==> config.mk <==
export PLATFORM = sky130hd
export DESIGN_NAME = dma_tx_demux
export DESIGN_NICKNAME = d
export VERILOG_FILES = /design/src/rtl/dma_tx_pkg.sv /design/src/rtl/dma_rr_ptr.sv /design/src/rtl/dma_tx_demux.sv
export SDC_FILE = /design/constraint.sdc
export NUM_CORES = 1
export LEC_CHECK = 0
export ABC_AREA = 0
export BUFFER_PORTS_ARGS = -buffer_cell sky130_fd_sc_hd__buf_4
export CAP_MARGIN = 10
export CORE_AREA = 4 4 239 241
export DETAILED_ROUTE_END_ITERATION = 6
export DIE_AREA = 0 0 243 245
export PLACE_DENSITY_LB_ADDON = 0.2
export SLEW_MARGIN = 20
export SYNTH_ARGS = -nofsm -noshare
export SYNTH_HDL_FRONTEND = slang
export SYNTH_HIERARCHICAL = 1
export SYNTH_SLANG_ARGS = --single-unit
==> constraint.sdc <==
create_clock -name clk_dma -period 4.4 [get_ports clk_dma]
set_input_delay 0.66 -clock clk_dma [delete_from_list [all_inputs] [get_ports clk_dma]]
set_output_delay 0.66 -clock clk_dma [all_outputs]
set_load 0.02 [all_outputs]
==> src/rtl/dma_tx_pkg.sv <==
// Shared types and helpers for the DMA TX demux and its sibling RX collector.
// The channel-search helper is sized for the largest supported channel count.
package dma_tx_pkg;

    localparam int MAX_NCH = 16;
    localparam int MAX_IW  = 4;

    typedef enum logic [1:0] {
        IDLE = 2'd0,
        WAIT = 2'd1,
        XFER = 2'd2
    } state_e;

    typedef struct packed {
        logic              found;
        logic [MAX_IW-1:0] idx;
    } en_idx_t;

    // Lowest set bit of mask strictly above ptr; found is clear if there is none.
    function automatic en_idx_t next_en_idx(input logic [MAX_NCH-1:0] mask,
                                            input logic [MAX_IW-1:0]  ptr);
        en_idx_t r;
        r = '0;
        for (int i = MAX_NCH - 1; i >= 0; i--) begin
            if (mask[i] && (i > int'(ptr))) begin
                r.found = 1'b1;
                r.idx   = MAX_IW'(i);
            end
        end
        return r;
    endfunction

endpackage

==> src/rtl/dma_rr_ptr.sv <==
// Combinational next-enabled-channel finder over a channel mask.
// With incl set, ptr itself is a candidate (used to find the first channel).
module dma_rr_ptr
    import dma_tx_pkg::*;
#(
    parameter int NCH = 8,
    parameter int IW  = $clog2(NCH)
) (
    input  logic [NCH-1:0] mask,
    input  logic [IW-1:0]  ptr,
    input  logic           incl,
    output logic           found,
    output logic [IW-1:0]  idx
);

    logic [MAX_NCH-1:0] mask_ext;
    en_idx_t            nxt;

    // NOTE: every output gets a value before any condition, so no latch is inferred.
    always_comb begin
        mask_ext           = '0;
        mask_ext[NCH-1:0]  = mask;
        nxt                = next_en_idx(mask_ext, MAX_IW'(ptr));
        found              = nxt.found;
        idx                = IW'(nxt.idx);
        if (incl && mask[ptr]) begin
            found = 1'b1;
            idx   = ptr;
        end
    end

endmodule

==> src/rtl/dma_tx_demux.sv <==
// Splits one DMA AXI-stream into fixed-length bursts, round-robin over the
// channels enabled at frame start, with per-channel busy stalls and tlast checking.
module dma_tx_demux
    import dma_tx_pkg::*;
#(
    parameter int NCH       = 8,
    parameter int DW        = 64,
    parameter int BURST_LEN = 256,
    parameter int CW        = $clog2(BURST_LEN),
    parameter int IW        = $clog2(NCH)
) (
    input  logic              clk_dma,
    input  logic              srstn,
    output logic              s_axi_dma_trdy,
    input  logic              s_axi_dma_tvld,
    input  logic [DW-1:0]     s_axi_dma_tdat,
    input  logic              s_axi_dma_tlst,
    input  logic [NCH-1:0]    m_axi_trdy,
    output logic [NCH-1:0]    m_axi_tvld,
    output logic [NCH*DW-1:0] m_axi_tdat,
    output logic [NCH-1:0]    m_axi_tlst,
    input  logic [NCH-1:0]    ch_ram_rdy,
    input  logic [NCH-1:0]    ch_en,
    output logic [IW-1:0]     cur_ch,
    output logic              busy,
    output logic              frame_done,
    output logic              err_tlst
);

    localparam logic [CW-1:0] LAST_BEAT = CW'(BURST_LEN - 1);

    state_e         state_q, state_d;
    logic [NCH-1:0] sel_q, sel_d;
    logic [NCH-1:0] en_q, en_d;
    logic [CW-1:0]  cnt_q, cnt_d;
    logic [IW-1:0]  ptr_q, ptr_d;
    logic [IW-1:0]  cur_ch_q, cur_ch_d;
    logic           frame_done_q, frame_done_d;
    logic           err_tlst_q, err_tlst_d;

    logic           first_found, next_found;
    logic [IW-1:0]  first_idx, next_idx;
    logic           beat_acc, last_beat, final_beat;

    dma_rr_ptr #(.NCH(NCH), .IW(IW)) u_first (
        .mask  (ch_en),
        .ptr   ({IW{1'b0}}),
        .incl  (1'b1),
        .found (first_found),
        .idx   (first_idx)
    );

    dma_rr_ptr #(.NCH(NCH), .IW(IW)) u_next (
        .mask  (en_q),
        .ptr   (ptr_q),
        .incl  (1'b0),
        .found (next_found),
        .idx   (next_idx)
    );

    // NOTE: non-blocking assignments so every flop samples pre-edge values.
    always_ff @(posedge clk_dma) begin
        if (!srstn) begin
            state_q      <= IDLE;
            sel_q        <= '0;
            en_q         <= '0;
            cnt_q        <= '0;
            ptr_q        <= '0;
            cur_ch_q     <= '0;
            frame_done_q <= 1'b0;
            err_tlst_q   <= 1'b0;
        end else begin
            state_q      <= state_d;
            sel_q        <= sel_d;
            en_q         <= en_d;
            cnt_q        <= cnt_d;
            ptr_q        <= ptr_d;
            cur_ch_q     <= cur_ch_d;
            frame_done_q <= frame_done_d;
            err_tlst_q   <= err_tlst_d;
        end
    end

    always_comb begin
        beat_acc     = s_axi_dma_tvld & s_axi_dma_trdy;
        last_beat    = beat_acc & (cnt_q == LAST_BEAT);
        final_beat   = last_beat & ~next_found;

        state_d      = state_q;
        sel_d        = sel_q;
        en_d         = en_q;
        cnt_d        = cnt_q;
        ptr_d        = ptr_q;
        cur_ch_d     = cur_ch_q;
        frame_done_d = 1'b0;
        // The beat counter, not upstream tlast, decides burst and frame boundaries.
        err_tlst_d   = beat_acc & (s_axi_dma_tlst ^ final_beat);

        case (state_q)
            IDLE: begin
                if (first_found) begin
                    en_d    = ch_en;
                    ptr_d   = first_idx;
                    state_d = WAIT;
                end
            end
            WAIT: begin
                if (!ch_ram_rdy[ptr_q]) begin
                    sel_d    = NCH'(1) << ptr_q;
                    cur_ch_d = ptr_q;
                    cnt_d    = '0;
                    state_d  = XFER;
                end
            end
            XFER: begin
                if (beat_acc) begin
                    cnt_d = cnt_q + CW'(1);
                end
                if (last_beat) begin
                    sel_d = '0;
                    cnt_d = '0;
                    if (next_found) begin
                        ptr_d   = next_idx;
                        state_d = WAIT;
                    end else begin
                        frame_done_d = 1'b1;
                        state_d      = IDLE;
                    end
                end
            end
            default: state_d = IDLE;
        endcase
    end

    always_comb begin
        s_axi_dma_trdy = |(sel_q & m_axi_trdy);
        m_axi_tvld     = sel_q & {NCH{s_axi_dma_tvld}};
        m_axi_tdat     = {NCH{s_axi_dma_tdat}};
        m_axi_tlst     = sel_q & {NCH{cnt_q == LAST_BEAT}};
        busy           = (state_q != IDLE);
        cur_ch         = cur_ch_q;
        frame_done     = frame_done_q;
        err_tlst       = err_tlst_q;
    end

endmodule

# [Yosys cells after proc, flatten, opt, wreduce, memory -nomap -nowiden]
# Index checks and enable logic that the tools add are counted.
[word_totals] regBits=34 in_bits=92 out_inout_bits=535 word_cells=90
[classes] addsub=1 order_cmp=8 n_eq_ne=8 n_shift=1 muxes=35 bitwise=10 reduce_logical=19
[ops] op="two-way mux 5 bit" n=14
[ops] op="two-way mux 8 bit" n=5
[ops] op="one-hot mux 8 bit (2 select lines)" n=2
[ops] op="bitwise AND 8 bit" n=3
[ops] op="> comparator 3 bit, first input constant" n=4
[ops] op="two-way mux 3 bit" n=4
[ops] op="AND reduction 3 bit" n=4
[ops] op="adder 8 x 1 -> 8 bit, second input constant" n=1
[ops] op="== test 8 bit, second input constant" n=1
[ops] op="OR reduction 8 bit" n=1
[ops] op="left shift 1 x 3 -> 8 bit, first input constant" n=1
[ops] op="logical AND 1 bit" n=7
[ops] op="> comparator 2 x 3 -> 1 bit, first input constant" n=2
[ops] op="two-way mux 2 bit" n=3
[ops] op="!= test 2 bit, second input constant" n=3
[ops] op="one-hot mux 2 bit (3 select lines)" n=1
[ops] op="one-hot mux 3 bit (2 select lines)" n=1
[ops] op="nonzero test 2 bit" n=3
[ops] op="bitwise AND 1 bit" n=4
[ops] op="less-than comparator 3 x 4 -> 1 bit, second input constant" n=1
[ops] op="two-way mux 1 bit" n=4
[ops] op="AND reduction 2 bit" n=2
[ops] op="AND reduction 4 bit" n=1
[ops] op="binary-select mux 1 bit (select 3 bit)" n=1
[ops] op="8 further kinds" n=9

# [Depth between registers and ports, before layout]
[logic_depth] ltp_word=13 mapped_depth=9 depth_no_buf=8

# [Cells and area by module]
# The synthesis kept the hierarchy.
[by_module_without_submodules] module="dma_tx_demux" n_inst=1 cells_per_inst=723 area_each_um2=5679.2 seq_area_each_um2=680.7
[by_module_without_submodules] module="dma_rr_ptr" n_inst=2 cells_per_inst=39 area_each_um2=314.1 seq_area_each_um2=0.0

# [Least setup slack after synthesis]
# No wires, ideal clock.
[synth_timing] path_type="in2reg" from="input port ch_en[0]" to="register ptr_q[0]" setup_time_ps=71 t_arrival_ps=2179 setup_slack_ps=2149 cell_stages=7 n_path_buf=1 cell_sequence="mux4_1 > a22oi_4 > nand4_1 > nand2_1 > clkbuf_1 > nand3_1 > a21oi_1"
[synth_via] elab_chain_len=3 word_cells_on_any_way=6
[synth_lines] item="start: declaration" line="dma_tx_demux.sv:23" text="input logic [NCH-1:0] ch_en,"
[synth_lines] item="two-way mux 1 bit" line="dma_rr_ptr.sv:26" text="if (incl && mask[ptr]) begin"
[synth_lines] item="net first_found" line="dma_tx_demux.sv:41" text="logic first_found, next_found;"
[synth_lines] item="!= test 2 bit (no line)"
[synth_lines] item="AND reduction 4 bit (no line)"
[synth_lines] item="end signal: assignment" line="dma_tx_demux.sv:77" text="ptr_q <= ptr_d;"
[synth_lines] item="end: declaration" line="dma_tx_demux.sv:36" text="logic [IW-1:0] ptr_q, ptr_d;"
# The timed path passes the listed nets, and every way through them passes these cells. The select of a mux whose other input is x is not followed.
# A chain may end at the register's enable or synchronous reset.

# [Final worst setup path]
[layout_timing] from="register ptr_q[1]" to="register ptr_q[1]"
[layout_via] word_cells_on_any_way=26
[layout_lines] item="> comparator 3 bit" line="dma_tx_pkg.sv:25" text="if (mask[i] && (i > int'(ptr))) begin"
[layout_lines] item="logical AND 1 bit" line="dma_tx_pkg.sv:25"
[layout_lines] item="two-way mux 5 bit (6 in series)" line="dma_tx_pkg.sv:25"
[layout_lines] item="two-way mux 5 bit (*)" line="dma_tx_pkg.sv:25"
[layout_lines] item="net next_found" line="dma_tx_demux.sv:41"
[layout_lines] item="!= test 2 x 1 -> 1 bit (no line) (*)"
[layout_lines] item="AND reduction 4 bit (no line) (*)"
# Mark *: on every way through the listed nets, which the timed path passes. The rest lies on a longest branch. The select of a mux whose other input is x is not followed.

==> results.cfg <==
[status]
outcome = complete, no violations

[synth]
synth_edf_count = 0
synthAdderAreaFrac_pct = 0.198
synthSimpleGateAreaFrac_pct = 12.6
synth-seq-cells = 34
synth-xor-area-share_pct = 0.139
synth_cells = 801
yosysUniqueCellTypes = 58
ys_warn_count = 6
synth_ff_type = dfxtp_1
syn_avg_cell_area_um2 = 7.87
muxShareOfSynthArea_pct = 3.97
synth_top_family_by_area = buffers and inverters
synth_compound_area_share_pct = 8.19
syn_area_mm2 = 0.00631
ys_seq_area_share_pct = 10.8
async_flop_share_pct = 0

[place]
place.port_buffers = 50
place_ws_ns = 1.62
place_congestion = 0.648
place_inst = 1029
dp_hpwl_um = 10200

[die]
core_area_mm2 = 0.0549
rows = 86
die_x_um = 243
die_y_um = 245
die_area_mm2 = 0.0595
io_pins = 627
initial_core_util_pct = 11.5

[power_and_ir_drop]
p_leak_uw = 0.00126
powerDensity_mw_per_mm2 = 331
ir_drop_uv = 102

[clocking]
cts_tree = done
root_buffer = clkbuf_16
postCtsSetupBuffers = 0
insertion_delay_ns = 0.29
clock_sinks = 34
htreeDepth = 2
ctsResizeCount = 0
cts_buffer_depth = 2
clkSlewWorstSetupHoldPaths_ns = 0.06
hold_buffers = 0
cts_buffers = 5

[timing]
hold_viol_final = 0
period_share_pct = 62.4
fmax_mhz = 364
fin_tns_setup_ns = 0
worst_slew_pin_slew_ns = 0.846
period_needed_ns = 2.74
setup_ws_ns = 1.66
slew_headroom_pct = 43.5
setup_viol = 0
finalMaxSlewViolations = 0
rsz0062_at_grt = no
fin_worst_skew_ns = 0.0141

[routing]
routedWlPerCell_um = 12.4
ant_nets = 0
drt_iter0_drc = 105
via_count = 2582
drc = 0
viasPerCell = 2.49
drt_wl_total_um = 12900
first_pass_iters = 4

[grt]
grt-ovfl-total = 0
grt_pass1_wl_um = 18400
grt_max_degree = 22
grt_pass1_vias = 2695
grtUsageTotal_pct = 4.09
antenna_found_initial = 0

[worst_setup_path]
worstPathMaxFanout = 21
cp_data_required_time_ns = 4.57
path_delay_family = compound AO/OA/AOI/OAI gates
crit_buf_inv = 0
arrival_ns = 2.91
end_kind = register
crit_type = register to register
cp-start-kind = register
cp_cell_sequence = a21boi_0 > o21ai_0 > nand4_1 > and2_1 > o2111ai_1 > a21o_1 > a21oi_1
critPathSlowestCell = dfxtp_1
max_stage_delay_ns = 0.87

[worst_hold_path]
holdCritPathClass = register to register

[finish]
drive_gt1_share_pct = 28.8
utilization_pct = 6.89
fin_nets = 425
instances_no_fill = 1038
area_growth_pct = -40.0

[run]
max_cap_viol_count = 0
[worst reg2reg max path, cell delays in order, from the launching register on]
cell       delay [ns]
dfxtp_1          0.87
a21boi_0         0.30
o21ai_0          0.35
nand4_1          0.29
and2_1           0.23
o2111ai_1        0.30
a21o_1           0.21
a21oi_1          0.06
[registers in the layout, indices dropped and copies added (netlist names)]
name / count
err_tlst: 1
state_q: 2
en_q: 8
ptr_q: 3
cnt_q: 8
frame_done: 1
sel_q: 8
cur_ch: 3
[synth_stat cells (3+ instances only)]
cell / count / area (µm²)
a21o_1: 3 / 22.5
a21oi_1: 16 / 80.1
a21oi_2: 3 / 26.3
a22oi_1: 5 / 37.5
a31o_2: 8 / 70.1
and2_1: 20 / 125
and2b_2: 5 / 43.8
and3_1: 5 / 31.3
buf_4: 514 / 3860
buf_6: 5 / 56.3
clkbuf_1: 9 / 33.8
dfxtp_1: 34 / 681
inv_1: 7 / 26.3
mux2_4: 4 / 60.1
mux2i_1: 7 / 70.1
mux4_2: 3 / 67.6
nand2_1: 29 / 109
nand2_2: 3 / 18.8
nand3_1: 19 / 95.1
nand3b_1: 3 / 22.5
nand4_1: 9 / 56.3
nor2_1: 8 / 30.0
nor2b_1: 6 / 37.5
nor3_1: 3 / 15.0
nor3b_1: 4 / 30.0
nor4_1: 4 / 25.0
nor4b_1: 6 / 52.6
o211ai_1: 6 / 45.0
o21ai_0: 5 / 25.0
o21bai_1: 4 / 30.0
or3b_2: 5 / 43.8
[through the flow]
step / hold slack (ns) / instance area, µm² / total power [µW]
floorplan: 0.432 / 6330 / 1360
global placement: 0.461 / 3590 / 789
detailed placement: 0.461 / 3590 / 783
CTS: 0.470 / 3780 / 1280
global route: 0.487 / 3780 / 1330
finish: 0.469 / 3780 / 1250
[path summary, 6_finish.rpt]
check	from	endpoint	slack, ns	cells past startpoint
worst max-delay path	ptr_q[1]$_SDFFE_PN0P_	ptr_q[1]$_SDFFE_PN0P_	1.66	7
worst min-delay path	cur_ch[0]$_SDFFE_PN0P_	cur_ch[0]$_SDFFE_PN0P_	0.47	2
worst max register to register	ptr_q[1]$_SDFFE_PN0P_	ptr_q[1]$_SDFFE_PN0P_	1.66	7
worst min register to register	cur_ch[0]$_SDFFE_PN0P_	cur_ch[0]$_SDFFE_PN0P_	0.47	2
[metal layers]
metal / track usage, % / share of wire (%) / vias to the layer above / routed length, µm
met5: 0.163 / 0 / - / 0
met4: 2.60 / 5.3 / 0 / 683
met3: 3.03 / 15 / 77 / 1890
met2: 5.29 / 40 / 231 / 5110
met1: 4.68 / 40 / 1119 / 5220
li1: - / - / 1155 / -
[layout make-up]
cell class	instances	area, µm²
clock buffer	5	125
inverter	8	30.0
multi-input combinational	232	1610
clock inverter	3	68.8
sequential	34	681
fill	6477	51100
timing repair buffer	51	383
antenna	1	2.50
tap	704	881
[power breakdown]
group | leakage, µW | switching, µW | internal (µW)
clock network | 0.0000940 | 158 | 326
registers | 0.000277 | 63.9 | 336
logic | 0.000885 | 204 | 164
[layout by cell type (no fill, tap or decap), types with 7 or more instances in the layout]
master and instances:
conb_1 8, mux2i_1 7, nand3_1 19, inv_1 7, a31o_2 8, and2_1 20
a21oi_1 16, nand4_1 9, buf_4 51, nor2_1 8, dfxtp_1 34, nand2_1 29
[cells by family (layout without fill, tap and decap cells)]
logic type	count (synthesis)	in the layout
DFF	34	34
and+or+nand+nor	137	137
xor gates and xnor gates	1	1
adders and majority gates	1	1
muxes	16	16
buffers and inverters	541	67
AOI/OAI and AO/OA	69	69
other	2	9
Power figures use the tool's default switching activity.
